$ cat src/rtl/vram_arbiter.sv
// vram_arbiter: shares the single-port VRAM between FIFO-buffered CPU writes and priority scanout reads.
// Optional feature: define VRAM_ARB_DROP_CNT_EN to add the drop_count output (discarded out-of-range pushes).
module vram_arbiter #(
    parameter int          FIFO_DEPTH   = 4,
    parameter int          STARVE_LIMIT = 8,
    parameter logic [14:0] VRAM_TOP     = 15'h7530
) (
    input  logic        clk,
    input  logic        rst,
    input  logic        cpu_wr_req,
    input  logic [14:0] cpu_addr,
    input  logic [7:0]  cpu_data,
    output logic        cpu_ready,
    input  logic        scan_req,
    input  logic [14:0] scan_addr,
    output logic [7:0]  scan_data,
    output logic        scan_valid,
    output logic [14:0] vram_addr,
    output logic [7:0]  vram_wdata,
    output logic        vram_we,
    output logic        vram_re,
    input  logic [7:0]  vram_rdata
`ifdef VRAM_ARB_DROP_CNT_EN
    ,
    output logic [7:0]  drop_count
`endif
);
    localparam int AW = $clog2(FIFO_DEPTH);

    typedef enum logic [1:0] {IDLE, RD, RDATA, WR} state_t;

    state_t        state_q, state_d;
    logic [14:0]   fifo_addr_q [FIFO_DEPTH];
    logic [7:0]    fifo_data_q [FIFO_DEPTH];
    logic [AW-1:0] wr_ptr_q, rd_ptr_q;
    logic [AW:0]   count_q;
    logic [7:0]    starve_q, starve_d;
    logic [14:0]   vram_addr_q, vram_addr_d;
    logic [7:0]    vram_wdata_q, vram_wdata_d, scan_data_q, scan_data_d;
    logic          vram_we_q, vram_we_d, vram_re_q, vram_re_d, scan_valid_q, scan_valid_d;
    logic          empty, full, take, push, pop;

    assign empty      = count_q == '0;
    assign full       = count_q == (AW+1)'(FIFO_DEPTH);
    assign cpu_ready  = !rst && !full;
    assign take       = cpu_wr_req && cpu_ready;
    assign push       = take && (cpu_addr <= VRAM_TOP);
    assign pop        = state_d == WR;
    assign vram_addr  = vram_addr_q;
    assign vram_wdata = vram_wdata_q;
    assign vram_we    = vram_we_q;
    assign vram_re    = vram_re_q;
    assign scan_data  = scan_data_q;
    assign scan_valid = scan_valid_q;

    // Grant selection in IDLE: starved writes, then scan (never in its own valid cycle), then writes
    always_comb begin
        state_d = state_q == RD ? RDATA :
                  state_q != IDLE ? IDLE :
                  (!empty && starve_q == 8'(STARVE_LIMIT)) ? WR :
                  (scan_req && !scan_valid_q) ? RD :
                  !empty ? WR : IDLE;
    end

    // Output and starvation next values, computed from the state being entered
    always_comb begin
        vram_re_d    = state_d == RD;
        vram_we_d    = state_d == WR;
        vram_addr_d  = state_d == RD ? scan_addr : state_d == WR ? fifo_addr_q[rd_ptr_q] : vram_addr_q;
        vram_wdata_d = state_d == WR ? fifo_data_q[rd_ptr_q] : vram_wdata_q;
        scan_valid_d = state_q == RDATA;
        scan_data_d  = state_q == RDATA ? vram_rdata : scan_data_q;
        starve_d     = (empty || pop) ? 8'd0 :
                       (state_d == RD && starve_q != 8'(STARVE_LIMIT)) ? starve_q + 8'd1 : starve_q;
    end

    // State, registered outputs and starvation counter
    always_ff @(posedge clk or posedge rst) begin
        if (rst) begin
            state_q      <= IDLE;
            vram_re_q    <= 1'b0;
            vram_we_q    <= 1'b0;
            vram_addr_q  <= '0;
            vram_wdata_q <= '0;
            scan_valid_q <= 1'b0;
            scan_data_q  <= '0;
            starve_q     <= '0;
        end else begin
            state_q      <= state_d;
            vram_re_q    <= vram_re_d;
            vram_we_q    <= vram_we_d;
            vram_addr_q  <= vram_addr_d;
            vram_wdata_q <= vram_wdata_d;
            scan_valid_q <= scan_valid_d;
            scan_data_q  <= scan_data_d;
            starve_q     <= starve_d;
        end
    end

    // FIFO pointers and occupancy; dropped pushes never enter the FIFO
    always_ff @(posedge clk or posedge rst) begin
        if (rst) begin
            wr_ptr_q <= '0;
            rd_ptr_q <= '0;
            count_q  <= '0;
        end else begin
            wr_ptr_q <= wr_ptr_q + AW'(push);
            rd_ptr_q <= rd_ptr_q + AW'(pop);
            count_q  <= count_q + (AW+1)'(push) - (AW+1)'(pop);
        end
    end

    // FIFO storage needs no reset; occupancy guards every read
    always_ff @(posedge clk) begin
        if (push) begin
            fifo_addr_q[wr_ptr_q] <= cpu_addr;
            fifo_data_q[wr_ptr_q] <= cpu_data;
        end
    end

`ifdef VRAM_ARB_DROP_CNT_EN
    logic [7:0] drop_q;
    assign drop_count = drop_q;

    // Saturating count of accepted-but-discarded out-of-range pushes
    always_ff @(posedge clk or posedge rst) begin
        if (rst) drop_q <= '0;
        else if (take && cpu_addr > VRAM_TOP && drop_q != 8'hFF) drop_q <= drop_q + 8'd1;
    end
`endif
endmodule
$ cat config.mk
export PLATFORM = sky130hd
export DESIGN_NAME = vram_arbiter
export DESIGN_NICKNAME = d
export VERILOG_FILES = /design/src/rtl/vram_arbiter.sv
export SDC_FILE = /design/constraint.sdc
export NUM_CORES = 1
export LEC_CHECK = 0
export ABC_AREA = 1
export BUFFER_PORTS_ARGS = -buffer_cell sky130_fd_sc_hd__buf_2
export CAP_MARGIN = 40
export CORE_MARGIN = 2
export CORE_UTILIZATION = 25
export DETAILED_ROUTE_END_ITERATION = 7
export GPL_TIMING_DRIVEN = 0
export PLACE_DENSITY = 0.38
export SKIP_CTS_REPAIR_TIMING = 1
export SLEW_MARGIN = 10
export SYNTH_ARGS = -nofsm -noshare
export SYNTH_HDL_FRONTEND = slang
export SYNTH_SLANG_ARGS = --single-unit
$ cat constraint.sdc
create_clock -name clk -period 4.55 [get_ports clk]
set_clock_uncertainty 0.1 [all_clocks]
set_input_delay 0.6825 -clock clk [delete_from_list [all_inputs] [get_ports clk]]
set_output_delay 0.6825 -clock clk [all_outputs]
set_load 0.01 [all_outputs]
# ---- Word-level counts from Yosys, hierarchy flattened
# Memories as Yosys holds them, arrays and structs flattened. A register that Yosys moved wholly into a read port is not among the register bits.
# Cells that the tools add are included.
dict set report word_totals {
  register_bits 43
  ram_bits 92
  inputBits 50
  out_inout_bits 35
  elab_cells 51
  mem_count 2
}
# name depth word_bits rd rd_clocked_by_memory_dff write_ports line
set mem_list {}
lappend mem_list {fifo_addr_q 4 15 1 0 1 33} ;# logic [14:0] fifo_addr_q [FIFO_DEPTH];
lappend mem_list {fifo_data_q 4 8 1 1 1 34} ;# logic [7:0] fifo_data_q [FIFO_DEPTH];
dict set report classes {
  add_sub_neg 5
  order_cmp 1
  n_eq_ne 7
  mux 11
  n_reduce_logical 15
}
# op n
set op_table {}
lappend op_table {{$mux W15} 2}
lappend op_table {{$mux W8} 2}
lappend op_table {{$le A15 B15 Y1 const B} 1}
lappend op_table {{$mux W2} 5}
lappend op_table {{$add A8 B1 Y8 const B} 1}
lappend op_table {{$eq A8 B4 Y1 const B} 1}
lappend op_table {{$ne A8 B4 Y1 const B} 1}
lappend op_table {{$logic_and A1 B1 Y1} 6}
lappend op_table {{$reduce_bool A2 Y1} 3}
lappend op_table {{$add A2 B1 Y2} 2}
lappend op_table {{$eq A2 B1 Y1 const B} 2}
lappend op_table {{$eq A2 B2 Y1 const B} 2}
lappend op_table {{$logic_not A1 Y1} 4}
lappend op_table {{$add A3 B1 Y3} 1}
lappend op_table {{$eq A3 B3 Y1 const B} 1}
lappend op_table {{$logic_not A3 Y1} 1}
lappend op_table {{$sub A3 B1 Y3} 1}
lappend op_table {{$mux W1} 2}
lappend op_table {{$logic_or A1 B1 Y1} 1}

# ---- Depth between registers and ports, before layout
# Gate-level depths: netlist (run 1).
dict set report logic_depth {
  word_depth 10
  depth_mapped 14
  mapped_depth_nobuf 14
}

# ---- Worst setup path before layout (run 1)
# OpenSTA, ideal clock, no wires.
dict set report synth_timing {
  kind {input to register}
  start {input port rst}
  end {memory fifo_addr_q[0][0] (enable)}
  t_arrival_ns 2.200
  required_time_ns 4.047
  setup_slack_ns 1.847
  cell_stages 4
  path_cell_list {a21oi_1 -> and2_1 -> nand2_1 -> nor2_1}
}
dict set report synth_via {
  elab_chain_cells 6
}
# item line
set synth_lines {}
lappend synth_lines {{start, declared} 9} ;# input logic rst,
lappend synth_lines {{$logic_not A1 Y1 (no line)} n/a}
lappend synth_lines {{$logic_and A1 B1 Y1} 45} ;# assign cpu_ready = !rst && !full;
lappend synth_lines {{$logic_and A1 B1 Y1} 46} ;# assign take = cpu_wr_req && cpu_ready;
lappend synth_lines {{$logic_and A1 B1 Y1} 47} ;# assign push = take && (cpu_addr <= VRAM_TOP);
lappend synth_lines {{$mux W1} 115} ;# if (push) begin
lappend synth_lines {{$mux W1 (not written as such)} 116} ;# fifo_addr_q[wr_ptr_q] <= cpu_addr;
lappend synth_lines {{end, declared} 33}
# No other way between the ends.

# ---- Final worst setup path (run 1)
dict set report layout_timing {
  start {register count_q[1]}
  end {register count_q[2]}
}
dict set report layout_via {
  elab_chain_cells 8
}
# item line
set layout_lines {}
lappend layout_lines {{start, declared} 36} ;# logic [AW:0] count_q;
lappend layout_lines {{start signal, assigned} 109} ;# count_q <= count_q + (AW+1)'(push) - (AW+1)'(pop);
lappend layout_lines {{$logic_not A3 Y1 (*)} 43} ;# assign empty = count_q == '0;
lappend layout_lines {{$mux W2 / $logic_not A1 Y1 (equally long branches)} n/a}
lappend layout_lines {{$mux W2 / $logic_and A1 B1 Y1 (equally long branches)} {61, 60}}
lappend layout_lines {{$mux W2 (*)} 60} ;# (!empty && starve_q == 8'(STARVE_LIMIT)) ? WR :
lappend layout_lines {{$mux W2 (*)} 59} ;# state_q != IDLE ? IDLE :
lappend layout_lines {{$mux W2 (*)} 58} ;# state_d = state_q == RD ? RDATA :
lappend layout_lines {{$eq A2 B2 Y1 (*)} 48} ;# assign pop = state_d == WR;
lappend layout_lines {{net pop} 41} ;# logic empty, full, take, push, pop;
lappend layout_lines {{$sub A3 B1 Y3 (*)} 109}
# The timed path passes the listed nets; every way through them passes the cells marked *.
# A chain may end at the register's enable or synchronous reset.

==> flow_summary_export.csv, run 1 <==
group,metric,value,unit
timing,final.period_utilization,0.597,
routing,viasPerCell,4.33,
global_routing,track_usage,0.128,
global_routing,grt_antenna_before_repair,0,
floorplanning,die_x,158,um
critical_path,max_stage_delay,460,ps
cells_and_area,fillCellCount,2412,
place,post-place-ws,1520,ps
clock_network,insertion_delay,410,ps
clock_network,cts_sinks,143,
yosys,post-synth-top-count-cell,"nand2_1",
critical_path,critPathMaxFanout,11,
routing,drc,0,
routing,totalWireLength,15400,um
routing,met1_length,7150,um
critical_path,slowest_stage,"dfrtp_1",
place,place_inst,942,
critical_path,required,4750,ps
yosys,synth.top_cell.area_share,0.466,
critical_path,critPathLaunchType,"register",
routing,highest_layer,"met4",
routing,wire_per_inst,15.8,um
yosys,synthArstFlopShare,0.357,
yosys,synth_cell_types,32,
hold_path,hold_class,"input port to asynchronous set/reset pin",
floorplanning,rows,56,
yosys,syn_avg_cell_area,11.1,um2
cells_and_area,fin_cells,974,
status,status,"complete, no violations",
timing,period_needed,2720,ps
timing,setup_ws,1830,ps
yosys,ys_seq_area_frac,0.681,
timing,finalSetupViolCount,0,
yosys,yosys.area.top_type,"edfxtp_1",
global_routing,grt_pass1_vias,4147,
timing,worst_pin_slew,835,ps
timing,fin_tns_setup,0,ps
yosys,ys_ff_latch,143,
run,maxCapViolations,0,
routing,met2WireLength,7250,um
routing,drt_first_pass_iters,5,
power,powerDensity,667,nW/um2
cells_and_area,drive_gt1_frac,0.221,
cells_and_area,finalNetCount,699,
yosys,synth_warnings,0,
yosys,ys_top_cells_by_count,"nand2_1 (109), edfxtp_1 (92), nor2_1 (65)",
global_routing,grt_pass1_wl,23600,um
timing,fmax,368,MHz
power,finalPower,4.98,mW
routing,drtIter0Drc,301,
global_routing,grt_start_max_net_pins,37,
timing,slew_violations,0,
floorplanning,core_area,23400,um2
cells_and_area,regArea,4040,um2
yosys,synth_cells,535,
yosys,synth_edf_count,92,
floorplanning,die_y,158,um
timing,grt_setup_unrepaired,"no",
cells_and_area,diodes,0,
routing,dr_wl_met3,818,um
yosys,synth.cell_area,5930,um2
clock_network,clock_path_buffers,2,
place,gp_congestion,0.783,
clock_network,cts_tree,"built",
routing,route.vias.total,4222,
cells_and_area,synthToLayoutAreaGrowth,25.8,%
critical_path,critPathKind,"register to register",
place,hpwlAfterDp,10400,um
floorplanning,start_util,0.254,
power,peakVddDrop,0.000221,V
floorplanning,dieArea,25000,um2
yosys,synthTopCellsByArea,"edfxtp_1 (47%), dfrtp_1 (22%), nand2_1 (6.9%)",
cells_and_area,multi_input_area,1670,um2
routing,ant_nets,0,
critical_path,endpoint_kind,"register",
power,p_leak,3.11,nW
critical_path,arrival,2920,ps
global_routing,grt_overflow_total,0,
clock_network,clkTransAtPathRegs,60,ps
critical_path,crit_chain,"nor3_4 -> nand2_2 -> nand2_4 -> inv_2 -> nand2_4 -> inv_4 -> ha_1 -> inv_1 -> ha_1 -> inv_1 -> fa_1 -> xnor2_1",
clock_network,ctsHtreeMaxLevel,4,
clock_network,cts_buffers,17,
yosys,ys.flop_type,"edfxtp_1",
timing,relSlewSlack,0.442,
clock_network,cts_root_buf,"clkbuf_16",
place,io_buffers,84,
timing,finalHoldViolCount,0,
floorplanning,ios,85,
yosys,synth_nets,592,
-- per-stage QoR --
| stage | instance area (um2) | util | hold slack [ps] |
|---|---|---|---|
| after floorplan | 5930 | - | 380 |
| after global placement | 6750 | 0.289 | 350 |
| after detailed placement | 6880 | 0.294 | 355 |
| after CTS | 7460 | 0.319 | 153 |
| after global routing | 7460 | 0.319 | 165 |
| final | 7460 | 0.319 | 155 |
-- where the power goes --
part,leakage [nW],switching [mW],internal [mW]
Sequential,1.47,0.169,1.69
Clock,0.286,0.563,0.817
Combinational,1.36,1.16,0.583
Total,3.11,1.89,3.09
-- sequential cells by signal (all words and copies together), names as in the netlist --
| register | count |
|---|---|
| scan_valid | 1 |
| vram_wdata | 8 |
| vram_re | 1 |
| vram_we | 1 |
| fifo_addr_q | 60 |
| wr_ptr_q | 2 |
| starve_q | 8 |
| state_q | 2 |
| vram_addr | 15 |
| fifo_data_q | 32 |
| rd_ptr_q | 2 |
| count_q | 3 |
| scan_data | 8 |
-- path summary, 6_finish.rpt --
kind	cells past startpoint	end	slack, ps	from
max in group asynchronous	3	state_q[0]	3640	rst
max	12	count_q[2]	1830	count_q[1]
min reg2reg	2	scan_data[0]	370	scan_data[0]
max reg2reg	12	count_q[2]	1830	count_q[1]
min in group clk	2	scan_data[0]	370	scan_data[0]
min	2	vram_we	160	rst
-- metal layers --
metal / global-route usage / up-vias
li1: - / 2053
met4: 0.0429 / 0
met1: 0.170 / 2033
met3: 0.0307 / 18
met2: 0.207 / 118
met5: 0 / -
-- critical path: cells and delay by family (launching register included) --
kind	cells	cell delay, ps
XOR/XNOR	1	130
adder cells (fa/ha/maj)	3	790
flip-flops	1	460
AND/OR/NAND/NOR	4	800
buffers and inverters	4	300
-- area by class of cell --
cell class	count	area share
clock buffer	18	0.0575
multi-input combinational	336	0.224
buffer	20	0.0151
clock inverter	14	0.0210
inverter	36	0.0184
timing repair buffer	88	0.0691
tap	319	0.0535
sequential	143	0.541
-- cells in the final DEF, fill, tap and decap left out, types with 2 or more instances in the layout --
master	Yosys	layout
xnor2_1	2	2
bufinv_16	0	2
clkinv_2	0	2
o22ai_1	23	23
clkbuf_16	0	17
clkbuf_1	12	13
a21oi_1	2	2
nor2_4	0	4
buf_12	0	2
o21ai_0	43	43
edfxtp_1	92	92
clkinv_4	0	4
inv_6	0	5
buf_6	4	4
nor2_1	65	61
buf_16	0	2
dfrtp_1	51	51
xor2_1	5	5
nor2_2	2	2
o21ai_1	5	5
inv_1	33	32
buf_2	3	87
ha_1	6	6
nand4_1	2	2
nand3_2	2	2
nand2_4	2	2
inv_2	2	3
nand3_1	59	59
nand2_1	109	109
-- logic make-up after synthesis --
family / share of synthesized area
AOI/OAI and AO/OA: 0.0704
buffers and inverters: 0.0422
xor gates and xnor gates: 0.0103
and+or+nand+nor: 0.180
adders and majority gates: 0.0160
DFF: 0.681
Power figures use the tool's default switching activity.
==> run 2: changes to the inputs <==
- clock period: 4.55 -> 2.8 ns (I/O delays scaled with it)
==> run 2 against run 1 <==
  * Non-clock buffer count increased by 2
  * Register-to-register slack worse by 1600 ps
  * Hold slack got worse by 40 ps
  * Sequential share of layout area down 0.14 points
  * Die area unchanged
  * Power rose by 63%
  * Routed wire length about the same
  * Worst setup slack worse by 1600 ps
  * Sequential power rose by 62%
  * Clock power is 62% higher
==> flow_summary_export.csv, run 2 (synthesis results as in run 1) <==
group,metric,value,unit
power,netSwitchingFraction,0.379,
timing,worst_pin_slew,839,ps
hold_path,hold_class,"input port to register",
cells_and_area,final_common_cell,"nand2_1",
critical_path,cpLargestDelayFamily,"adder cells",
clock_network,cts_root_buf,"clkbuf_16",
global_routing,grt_start_max_net_pins,37,
routing,drc,0,
timing,fin_tns_setup,0,ps
cells_and_area,mostFrequentLayoutCells,"nand2_1 (109), edfxtp_1 (92), buf_2 (87)",
global_routing,grt_use_met1,0.170,
timing,holdWs,115,ps
cells_and_area,fillCellCount,2409,
critical_path,path_buf_inv,4,
cells_and_area,synthToLayoutAreaGrowth,26.1,%
power,p_switching,3.07,mW
timing,final.period_utilization,0.921,
critical_path,slowest_stage,"dfrtp_1",
power,combPwrFrac,0.351,
clock_network,insertion_delay,410,ps
power,p_clk_frac,0.277,
critical_path,critPathMaxFanout,11,
cells_and_area,final_area,7480,um2
power,powerDensity,1080,nW/um2
power,p_leak,3.12,nW
place,hpwlAfterDp,10400,um
timing,finalHoldViolCount,0,
critical_path,regToRegSetupSlack,220,ps
routing,drt_first_pass_iters,7,
global_routing,grt_overflow_total,0,
critical_path,endpoint_kind,"register",
critical_path,required,3000,ps
power,pwr-share-seq,0.373,
place,gp_congestion,0.783,
cells_and_area,regArea,4040,um2
global_routing,grt_use_met3,0.0307,
timing,slew_violations,0,
critical_path,crit_chain,"inv_1 -> ha_1 -> nand3_1 -> nor2_1 -> nor2_2 -> nor2_8 -> nand2_4 -> inv_6 -> ha_1 -> inv_1 -> ha_1 -> inv_1 -> fa_1 -> xnor2_1",
critical_path,critPathLaunchType,"register",
place,io_buffers,84,
cells_and_area,finalNetCount,701,
clock_network,clock_path_buffers,2,
cells_and_area,drive_gt1_frac,0.222,
global_routing,track_usage,0.128,
cells_and_area,largest_register_ffs,60,
clock_network,ctsHtreeMaxLevel,4,
place,place_area,6880,um2
global_routing,busiest_layer,"met2",
clock_network,cts_buffers,17,
clock_network,cts_tree,"built",
timing,grt_setup_unrepaired,"no",
floorplanning,die_x,158,um
timing,relSlewSlack,0.439,
clock_network,cts_sinks,143,
floorplanning,rows,56,
floorplanning,die_y,158,um
routing,drtIter0Drc,297,
floorplanning,start_util,0.254,
status,status,"complete, no violations",
global_routing,grt_use_met2,0.207,
routing,wire_per_inst,15.8,um
floorplanning,ios,85,
cells_and_area,fin_util,0.320,
global_routing,grt_antenna_before_repair,0,
routing,route.vias.total,4190,
critical_path,critPathKind,"register to register",
critical_path,arrival,2780,ps
power,finalPower,8.10,mW
routing,totalWireLength,15400,um
global_routing,grt_pass1_wl,23600,um
cells_and_area,diodes,0,
timing,fmax,388,MHz
clock_network,clkTransAtPathRegs,60,ps
power,peakVddDrop,0.000358,V
run,maxCapViolations,0,
critical_path,max_stage_delay,410,ps
floorplanning,dieArea,25000,um2
timing,period_needed,2580,ps
routing,viasPerCell,4.29,
routing,ant_nets,0,
floorplanning,core_area,23400,um2
power,internal_power,5.03,mW
cells_and_area,regMostFlops,"fifo_addr_q",
timing,finalSetupViolCount,0,
cells_and_area,multi_input_area,1670,um2
global_routing,grt_pass1_vias,4147,
-- run 2: worst paths after layout --
check	start	endpoint	depth (start not counted)
max	starve_q[0]	count_q[2]	14
min	cpu_data[3]	fifo_data_q[3][3]	1
max reg2reg	starve_q[0]	count_q[2]	14
min reg2reg	scan_data[0]	scan_data[0]	2
max in group asynchronous	rst	state_q[0]	4
min in group asynchronous	rst	vram_we	3
-- run 2: routing by layer --
| metal | vias up | part of all wire |
|---|---|---|
| li1 | 2056 | - |
| met4 | 0 | 0.0076 |
| met3 | 7 | 0.043 |
| met5 | - | 0 |
| met1 | 2030 | 0.47 |
| met2 | 97 | 0.48 |
-- run 2: final cells by class --
| cell class | instances | share of cell area |
|---|---|---|
| clock inverters | 14 | 0.0209 |
| plain buffers | 20 | 0.0150 |
| multi-input cells | 336 | 0.224 |
| inverters | 36 | 0.0187 |
| flip-flops and latches | 143 | 0.540 |
| repair buffers | 90 | 0.0712 |
| well taps | 319 | 0.0533 |
| clock buffers | 18 | 0.0573 |
-- run 2: power by group through the flow --
stage	combinational, mW	sequential (mW)	clock, mW
6_report	2.84	3.02	2.24
5_1_grt	3.20	3.07	2.40
4_1_cts	2.90	3.02	2.31
3_5_place_dp	2.90	3.06	0
3_3_place_gp	2.80	3.05	0
2_1_floorplan	1.67	3.13	0
-- run 2: through the flow --
stage               setup WS (ps)  cells
global route                 17.0    976
detailed placement           21.3    942
floorplan                     270    535
CTS                          12.2    974
finish                        221    976
global placement            -1150    938
==> run 3: changes to the inputs <==
- REMOVE_ABC_BUFFERS: unset -> 1
- SKIP_LAST_GASP: unset -> 1
==> run 3 against run 2 <==
  * Flip-flop and latch count did not move
  * Critical path depth did not move
  * Global-route usage rose by 0.27 points
  * Routed wire length rose by 2.3%
  * Count of clock-buffer cells in the layout rose by 2
  * Die area did not move
  * Sequential share of layout area fell by 0.42 points
  * First-iteration DRC count fell by 26%
  * Critical endpoint unchanged
  * Combinational power rose by 4%
  * Worst setup slack got worse by 75 ps
  * Clock power barely moved
==> flow_summary_export.csv, run 3 (synthesis results as in run 1) <==
group,metric,value,unit
critical_path,endpoint_kind,"register",
timing,relSlewSlack,0.434,
timing,period_needed,2650,ps
power,p_leak,3.13,nW
critical_path,critPathMaxFanout,11,
floorplanning,ios,85,
cells_and_area,diodes,0,
critical_path,endpoint,"count_q[2]",
timing,setup_ws,146,ps
cells_and_area,regMostFlops,"fifo_addr_q",
cells_and_area,fillCellCount,2384,
status,status,"complete, no violations",
global_routing,grt_pass1_wl,23800,um
cells_and_area,final_common_cell,"nand2_1",
timing,final.period_utilization,0.948,
floorplanning,rows,56,
clock_network,cts_root_buf,"clkbuf_16",
routing,drt_first_pass_iters,5,
floorplanning,die_x,158,um
clock_network,ctsHtreeMaxLevel,4,
critical_path,reg2reg_to,"count_q[2]",
critical_path,worstSetupStartpoint,"starve_q[0]",
cells_and_area,mostFrequentLayoutCells,"nand2_1 (109), edfxtp_1 (92), buf_2 (84)",
place,hpwlAfterDp,9960,um
critical_path,required,3000,ps
place,post-place-ws,-480,ps
timing,holdWs,65.3,ps
timing,worst_pin_slew,847,ps
routing,drc,0,
critical_path,regToRegSetupSlack,150,ps
routing,ant_nets,0,
cells_and_area,largest_register_ffs,60,
cells_and_area,synthToLayoutAreaGrowth,27.2,%
power,p_clk_frac,0.274,
critical_path,r2r_cells,14,
power,combPwrFrac,0.357,
clock_network,cts_buffers,17,
place,gp_congestion,0.719,
cells_and_area,drive_gt1_frac,0.228,
routing,drtIter0Drc,221,
critical_path,reg2reg_from,"starve_q[0]",
place,io_buffers,84,
clock_network,insertion_delay,410,ps
floorplanning,dieArea,25000,um2
global_routing,grt_antenna_before_repair,0,
routing,wire_per_inst,16.4,um
critical_path,critPathKind,"register to register",
cells_and_area,finalNetCount,690,
routing,route.vias.total,4183,
power,p_switching,3.05,mW
timing,grt_setup_unrepaired,"no",
power,netSwitchingFraction,0.369,
global_routing,grt_overflow_total,0,
power,peakVddDrop,0.000382,V
floorplanning,core_area,23400,um2
global_routing,track_usage,0.131,
clock_network,clock_path_buffers,2,
floorplanning,start_util,0.254,
clock_network,cts_sinks,143,
global_routing,grt_start_max_net_pins,52,
routing,totalWireLength,15800,um
power,pwr-share-seq,0.369,
critical_path,arrival,2850,ps
routing,viasPerCell,4.34,
hold_path,hold_class,"input port to asynchronous set/reset pin",
floorplanning,die_y,158,um
timing,finalHoldViolCount,0,
timing,finalSetupViolCount,0,
power,internal_power,5.21,mW
timing,fmax,377,MHz
power,powerDensity,1090,nW/um2
clock_network,clkTransAtPathRegs,60,ps
global_routing,grt_pass1_vias,3962,
clock_network,cts_tree,"built",
critical_path,critPathLaunchType,"register",
timing,slew_violations,0,
run,maxCapViolations,0,
## run 3: worst min path at each step
stage / end / cells past startpoint
3_5_place_dp: scan_data[5] / 2
2_1_floorplan: wr_ptr_q[1] / 1
5_1_grt: fifo_data_q[0][1] / 1
4_1_cts: state_q[0] / 2
6_report: vram_addr[11] / 2
3_3_place_gp: scan_data[5] / 2
## run 3: critical path, stage by stage, from the launching register on
cell and delay, ps:
dfrtp_1 410, inv_1 100, ha_1 150, nand3_1 100, nor2_1 150, nor2_2 80, nor2_8 210, nand2_8 120
inv_8 130, ha_1 240, inv_1 50, ha_1 130, inv_1 50, fa_1 380, xnor2_1 140
## run 3: power groups by stage
stage          Sequential, mW  Clock, mW  Combinational, mW
2_1_floorplan            3.20          0               1.44
3_3_place_gp             3.22          0               2.46
3_5_place_dp             3.09          0               2.86
4_1_cts                  3.06       2.32               2.87
5_1_grt                  3.11       2.41               3.31
6_report                 3.05       2.26               2.95
## run 3: layer usage
layer  vias up  track usage  wire length [um]
li1       2032            -                 -
met1      2054        0.168              7340
met2        84        0.219              7640
met3        13       0.0339               641
met4         0       0.0382               158
met5         -            0                 0
## run 3: final cells by class
type | instances | area, um2 | area share
Clock buffer | 20 | 447 | 0.0592
Clock inverter | 11 | 141 | 0.0187
Inverter | 36 | 158 | 0.0209
Multi-Input combinational cell | 336 | 1690 | 0.225
Sequential cell | 143 | 4040 | 0.535
Tap cell | 319 | 399 | 0.0529
Timing Repair Buffer | 99 | 666 | 0.0882
## run 3: through the flow
step | TNS (ps) | utilization | power [mW] | cell area [um2] | std cells
3_5_place_dp | -951 | 0.293 | 5.95 | 6870 | 926
4_1_cts | -912 | 0.319 | 8.24 | 7450 | 957
6_report | 0 | 0.322 | 8.26 | 7540 | 964
3_3_place_gp | -121010 | 0.284 | 5.67 | 6640 | 918
2_1_floorplan | 0 | - | 4.64 | 5820 | 515
5_1_grt | 0 | 0.322 | 8.83 | 7540 | 964
